File: src/rtl/ssd_pkg.sv
// Shared definitions for the seven-segment score display: BCD type and segment decode.
package ssd_pkg;

    typedef logic [3:0] bcd_t;

    // All cathodes off (active-low).
    localparam logic [6:0] SEG_BLANK = 7'b1111111;

    // Active-low {a,b,c,d,e,f,g} patterns for digits 0..9.
    localparam logic [6:0] SEG_TABLE [10] = '{
        7'b0000001, 7'b1001111, 7'b0010010, 7'b0000110, 7'b1001100,
        7'b0100100, 7'b0100000, 7'b0001111, 7'b0000000, 7'b0000100
    };

    // Decode one BCD digit; non-decimal codes blank the digit.
    function automatic logic [6:0] seg_decode(input bcd_t digit);
        logic [6:0] segs;
        segs = SEG_BLANK;
        if (digit < 4'd10) begin
            segs = SEG_TABLE[digit];
        end
        return segs;
    endfunction

endpackage

File: src/rtl/ssd_bcd_counter.sv
// Multi-digit ripple-carry BCD score counter with clear and sticky overflow.
module ssd_bcd_counter
    import ssd_pkg::*;
#(
    parameter int unsigned NUM_DIGITS = 4
) (
    input  logic                    clk,
    input  logic                    reset,
    input  logic                    inc,
    input  logic                    clr,
    output logic [4*NUM_DIGITS-1:0] bcd,
    output logic                    overflow
);

    logic [4*NUM_DIGITS-1:0] bcd_nxt;
    logic                    carry;
    logic                    carry_out;

    // Ripple the increment through the digits; a 9 wraps to 0 and passes the carry up.
    always_comb begin
        bcd_nxt = bcd;
        carry   = inc;
        for (int d = 0; d < int'(NUM_DIGITS); d++) begin
            if (carry) begin
                if (bcd_t'(bcd[d*4 +: 4]) == bcd_t'(4'd9)) begin
                    bcd_nxt[d*4 +: 4] = 4'd0;
                end else begin
                    bcd_nxt[d*4 +: 4] = bcd[d*4 +: 4] + 4'd1;
                    carry             = 1'b0;
                end
            end
        end
        carry_out = carry;
    end

    // Score and overflow registers; clear wins over a same-cycle increment.
    always_ff @(posedge clk) begin
        if (reset || clr) begin
            bcd      <= '0;
            overflow <= 1'b0;
        end else begin
            bcd <= bcd_nxt;
            if (carry_out) begin
                overflow <= 1'b1;
            end
        end
    end

endmodule

File: src/rtl/ssd_score_scanner.sv
// N-digit BCD score display: counts score pulses and time-multiplexes digits onto shared cathodes.
module ssd_score_scanner
    import ssd_pkg::*;
#(
    parameter int unsigned NUM_DIGITS    = 4,
    parameter int unsigned SCAN_DIV_BITS = 18,
    parameter int unsigned DEAD_CYCLES   = 16,
    parameter int unsigned BLANK_LEADING = 1
) (
    input  logic                    clk,
    input  logic                    reset,
    input  logic                    score_inc,
    input  logic                    score_clr,
    input  logic [NUM_DIGITS-1:0]   digit_en,
    input  logic [NUM_DIGITS-1:0]   dp_mask,
    output logic [NUM_DIGITS-1:0]   an,
    output logic [6:0]              seg,
    output logic                    dp,
    output logic [4*NUM_DIGITS-1:0] score_bcd,
    output logic                    overflow
);

    localparam int unsigned IDX_W = (NUM_DIGITS > 1) ? $clog2(NUM_DIGITS) : 1;
    localparam logic [IDX_W-1:0] LAST_IDX = IDX_W'(NUM_DIGITS - 1);

    logic [SCAN_DIV_BITS-1:0] presc;
    logic [IDX_W-1:0]         idx;
    logic [NUM_DIGITS-1:0]    upper_zero;
    logic [NUM_DIGITS-1:0]    blank_vec;
    logic                     lz_acc;
    bcd_t                     cur_digit;
    logic                     cur_blank;
    logic                     cur_dp;
    logic                     in_dead;
    logic [NUM_DIGITS-1:0]    an_c;
    logic [6:0]               seg_c;
    logic                     dp_c;

    ssd_bcd_counter #(
        .NUM_DIGITS (NUM_DIGITS)
    ) u_counter (
        .clk      (clk),
        .reset    (reset),
        .inc      (score_inc),
        .clr      (score_clr),
        .bcd      (score_bcd),
        .overflow (overflow)
    );

    // Dwell prescaler and digit index; index steps when the prescaler rolls over.
    always_ff @(posedge clk) begin
        if (reset) begin
            presc <= '0;
            idx   <= '0;
        end else begin
            presc <= presc + SCAN_DIV_BITS'(1);
            if (&presc) begin
                idx <= (idx == LAST_IDX) ? '0 : idx + IDX_W'(1);
            end
        end
    end

    // upper_zero[d] is set when digits d..top are all zero.
    always_comb begin
        upper_zero = '0;
        lz_acc     = 1'b1;
        for (int d = int'(NUM_DIGITS) - 1; d >= 0; d--) begin
            lz_acc        = lz_acc & (score_bcd[d*4 +: 4] == 4'd0);
            upper_zero[d] = lz_acc;
        end
    end

    // Per-digit blanking: disabled digits, plus leading zeros above digit 0.
    always_comb begin
        blank_vec = ~digit_en;
        if (BLANK_LEADING != 0) begin
            for (int d = 1; d < int'(NUM_DIGITS); d++) begin
                blank_vec[d] = blank_vec[d] | upper_zero[d];
            end
        end
    end

    // Select the digit under the scan index.
    always_comb begin
        cur_digit = '0;
        cur_blank = 1'b1;
        cur_dp    = 1'b0;
        for (int d = 0; d < int'(NUM_DIGITS); d++) begin
            if (IDX_W'(d) == idx) begin
                cur_digit = bcd_t'(score_bcd[d*4 +: 4]);
                cur_blank = blank_vec[d];
                cur_dp    = dp_mask[d];
            end
        end
    end

    // Next display drive: dark during dead time or when blanked, else one anode lit.
    always_comb begin
        an_c    = '1;
        seg_c   = SEG_BLANK;
        dp_c    = 1'b1;
        in_dead = (32'(presc) < DEAD_CYCLES);
        if (!in_dead && !cur_blank) begin
            an_c  = ~(NUM_DIGITS'(1) << idx);
            seg_c = seg_decode(cur_digit);
            dp_c  = ~cur_dp;
        end
    end

    // Registered display outputs.
    always_ff @(posedge clk) begin
        if (reset) begin
            an  <= '1;
            seg <= SEG_BLANK;
            dp  <= 1'b1;
        end else begin
            an  <= an_c;
            seg <= seg_c;
            dp  <= dp_c;
        end
    end

endmodule

File: config.mk
export PLATFORM = sky130hd
export DESIGN_NAME = ssd_score_scanner
export DESIGN_NICKNAME = d
export VERILOG_FILES = /design/src/rtl/ssd_pkg.sv /design/src/rtl/ssd_bcd_counter.sv /design/src/rtl/ssd_score_scanner.sv
export SDC_FILE = /design/constraint.sdc
export NUM_CORES = 1
export LEC_CHECK = 0
export CAP_MARGIN = 20
export CORE_MARGIN = 2
export CORE_UTILIZATION = 55
export CTS_BUF_LIST = sky130_fd_sc_hd__clkbuf_4 sky130_fd_sc_hd__clkbuf_8
export CTS_CLUSTER_SIZE = 25
export DETAILED_ROUTE_END_ITERATION = 10
export GPL_TIMING_DRIVEN = 0
export PLACE_DENSITY = 0.87
export SLEW_MARGIN = 20
export SYNTH_ARGS = -nofsm -noshare
export SYNTH_HDL_FRONTEND = slang
export SYNTH_HIERARCHICAL = 1
export SYNTH_SLANG_ARGS = --single-unit
File: constraint.sdc
create_clock -name clk -period 2.64 [get_ports clk]
set_input_delay 0.66 -clock clk [delete_from_list [all_inputs] [get_ports clk]]
set_output_delay 0.66 -clock clk [all_outputs]
set_load 0.05 [all_outputs]
==> flow_results.org <==
** Placement
- GPL Wtd Cong :: 0.914
- After legalization and detailed placement, the total HPWL measured 4090 um.
- Port bufs :: 40
- After detailed placement, the design holds a cell count of 382.

** Worst setup path
- Worst-path cell chain :: inv_1, ha_2, or2_4, a221o_1, and2_4, buf_6, ha_1, or3_1, a21oi_1, o21ai_1
- Kind of end point of the critical path :: flop
- For this design, the slowest cell found on the critical path is or3_1.
- Along the worst path, the maximum fanout reaches 8.
- CP max stage delay :: 0.38 ns
- The worst setup path is launched from a flop.
- Slack of the worst reg-to-reg path :: 0.12 ns
- The critical path is of the flop to flop type.
- The worst register-to-register path begins at idx[0].
- At the worst endpoint, the arrival time is 2.69 ns.
- At the worst endpoint, the required time is 2.81 ns.
- Cells on worst reg2reg path :: 10
- The endpoint identified for the worst register-to-register timing path is seg[1].

** Final layout
- 0 antenna diodes ended up in the layout.
- Relative area change from synthesis to final layout :: 22.8%
- Of the cells placed in the final design, the portion with a size suffix greater than 1 is 7.69%.
- In the final design database the tool counted 359 nets.
- Number of standard cells in the layout, taps in and fillers out :: 390
- Post-route core utilization :: a little over two thirds

** Yosys
- Gate Count Post-Synth :: 290
- Flip-flop and latch count after synthesis :: between 40 and 50
- Area of the mapped netlist :: about 0.0025 mm2
- Averaged over all synthesized cells, the footprint is between 8 and 9 um2.
- Async SR Flop Fraction :: 0%
- In this run, synthesis inferred 0 flip-flops with an integrated enable.
- Among all flip-flop cells after synthesis, the most frequent one is dfxtp_1.
- Synth unique cells :: 54
- Sequential area share after synthesis :: between 30% and 40%
- When the netlist entered floorplanning its net count stood at 312.
- Count of synthesis-stage warnings from yosys :: 6

** Clock tree
- CTS HTree Levels :: 2
- Number of clock buffers inserted by TritonCTS :: 5
- Clock-pin slew was measured on the worst setup and hold paths at roughly 0.08 ns.
- In this run the deepest clock path goes through 2 buffers.
- CTS saw 49 sinks.
- At the later pin of the worst-skew pair, clock insertion delay measures 0.30 ns.
- Clock tree from TritonCTS :: built
- In this run the post-CTS setup repair buffer count came out at 0.
- CTS root buf :: clkbuf_8

** Min path
- Min-delay src :: u_counter/overflow
- Worst hold path endpoint :: u_counter/overflow
- Hold/Removal Path Class :: flop to flop
- Number of instances on the worst hold path :: 1

** Timing
- Static timing analysis puts the maximum clock frequency at 397 MHz.
- Setup violations remaining at the end of the flow were counted as 0.
- Subtracting the final worst setup slack from the clock period gives approximately 2.5 ns.
- For the final database, setup skew stands at ~0.0064 ns.
- Worst slew margin relative to its limit :: 65.9%
- The final critical path takes up a little over nine tenths of the cycle.
- Fin. max-slew vios :: 0
- Unrepaired setup endpoints after global routing :: false
- For the pin with the worst max-slew slack, the measured transition is 0.510 ns.
- For the final routed database, the setup TNS stands at 0 ns.
- The total count of hold-check failures in the final report came to 0.

** Detailed routing
- In the final routed layout, each cell accounts on average for 14.3 um.
- Routed vias :: 2279
- Number of DRC violations after detailed routing :: 0
- The first routing iteration left 228 violations.
- Wirelength, routed :: ~5600 um
- Before antenna repair, the detailed router went through 4 iterations.
- Remaining antenna violation count after routing :: 0
- Dividing the detail-routed via count by the number of cells gives slightly below 6.

** Die
- The core region is 0.00435 mm2.
- The floorplan step defined a die boundary enclosing 0.00506 mm2.
- The initial utilization of the core area, before any placement, comes to 56.9%.
- During I/O placement, the number of pins put on the boundary was between 40 and 50.
- After floorplanning, the core was divided into 24 placement rows.
- Width of the die :: 71.1 um
- The die is just over 70 um tall.

** Global routing
- The via count of the first global-routing pass is about 2000.
- Global routing consumed, over all layers together, 23.0% of the routing resources.
- Entering global routing, the biggest net connects 14 pins.
- First-pass GRT wire length :: around 9200 um
- The total overflow left after global routing is 0.
- Number of antenna violations at the first check in global routing :: 0

** Pwr
- In this run the static leakage power is 0.00106 uW.
- VDD sags by at most 0.385 mV.
- Power density cells :: 415 mW/mm2

** Flow run
- The tool flagged a number of max-cap violations equal to 0.

** Status
- The flow ran to the end, and the final reports show no timing, DRC or antenna violations.
## stage by stage
| step | hold slack, ns | power (uW) | area [um2] | setup WS, ns |
|---|---|---|---|---|
| detailed placement | 0.457 | 829 | 2940 | 0.0170 |
| global placement | 0.455 | 827 | 2940 | 0.0642 |
| CTS | 0.480 | 1280 | 3040 | 0.0826 |
| global route | 0.497 | 1310 | 3040 | 0.0476 |
| floorplan | 0.442 | 798 | 2480 | 0.288 |
| finish | 0.482 | 1260 | 3040 | 0.121 |
## cell type report
class	count	area [um2]
repair buffers	40	400
fillers	358	1310
plain buffers	9	51.3
well taps	52	65.1
inverters	12	45.0
multi-input cells	220	1410
clock buffers	8	91.3
flip-flops and latches	49	982
## cell usage in the layout (no fill, tap or decap), types with 3 or more instances in the layout
cell	n
a211oi_1	3
xnor2_1	8
nand2_1	26
o21ai_1	6
dfxtp_1	48
clkbuf_8	5
nand3_1	11
nor3_1	8
a31oi_1	4
clkdlybuf4s50_1	40
nor2_1	29
and3_1	5
clkbuf_4	3
o21ai_0	12
nor4_1	7
nor3b_1	4
xor2_1	12
clkbuf_1	4
nand4_1	6
or3_1	6
ha_1	9
inv_1	12
o21a_1	4
a21oi_1	16
nor2b_1	7
## layer usage
layer | track usage (%) | wire length [um] | up-vias
met5 | 0 | 0 | -
met4 | 9.22 | 106 | 0
met3 | 4.70 | 297 | 9
met2 | 37.2 | 2660 | 69
met1 | 30.0 | 2520 | 1071
li1 | - | - | 1130
## synthesized netlist by cell type, types with 5 or more instances
library cell / n / share of area, %
a21oi_1: 16 / 3.2
and3_1: 5 / 1.3
dfxtp_1: 49 / 40
ha_1: 10 / 5.1
inv_1: 12 / 1.8
nand2_1: 26 / 3.9
nand3_1: 11 / 2.2
nand4_1: 6 / 1.5
nor2_1: 29 / 4.4
nor2b_1: 7 / 1.8
nor3_1: 8 / 1.6
nor4_1: 7 / 1.8
o21ai_0: 12 / 2.4
o21ai_1: 6 / 1.2
or3_1: 6 / 1.5
xnor2_1: 8 / 2.8
xor2_1: 12 / 4.2
## critical path: cells and delay by family, from the launching register on
| family | cells | cell delay, ns |
|---|---|---|
| and+or+nand+nor | 3 | 0.82 |
| buffers and inverters | 2 | 0.20 |
| adders and majority gates | 2 | 0.42 |
| AOI/OAI and AO/OA | 3 | 0.57 |
| DFF | 1 | 0.36 |
## what timing repair did
| action | in CTS | in global routing |
|---|---|---|
| hold endpoints to repair | 0 | 0 |
| hold buffers | 0 | 0 |
| setup endpoints to repair | 1 | 2 |
| gates resized for setup | 1 | 2 |
| pin swaps | 0 | 0 |
## worst max-delay path by stage
stage               startpoint  endpoint  slack (ns)  depth (start not counted)
floorplan               idx[0]    seg[0]        0.29                         10
global route            idx[0]    seg[1]        0.05                         10
detailed placement      idx[0]    seg[1]        0.02                         10
global placement        idx[0]    seg[1]        0.06                         10
finish                  idx[0]    seg[1]        0.12                         10
CTS                     idx[0]    seg[1]        0.08                         10
## where the power goes
part           internal, uW  total (uW)  switching [uW]
sequential              743         750            6.52
combinational          30.3        62.0            31.7
clock                   219         450             231
total                   993        1260             269
## cells by family (layout without fill, tap and decap cells)
group                    count (synthesis)  in the layout  share of synthesized area (%)
AO/OA/AOI/OAI                           61             61                           15.8
XOR/XNOR                                20             20                           7.07
adder cells (fa/ha/maj)                 10             10                           5.05
buffers and inverters                   21             69                           3.89
flip-flops                              49             49                           39.6
multiplexers                             1              1                          0.404
AND/OR/NAND/NOR                        128            128                           28.2
## registers in the layout, summed over array words and instances (netlist names)
name and cells:
u_counter/bcd 16, dp 1, u_counter/overflow 1, presc 18, an 4, seg 7
idx 2
No activity file was read; power rests on OpenSTA's default activity.
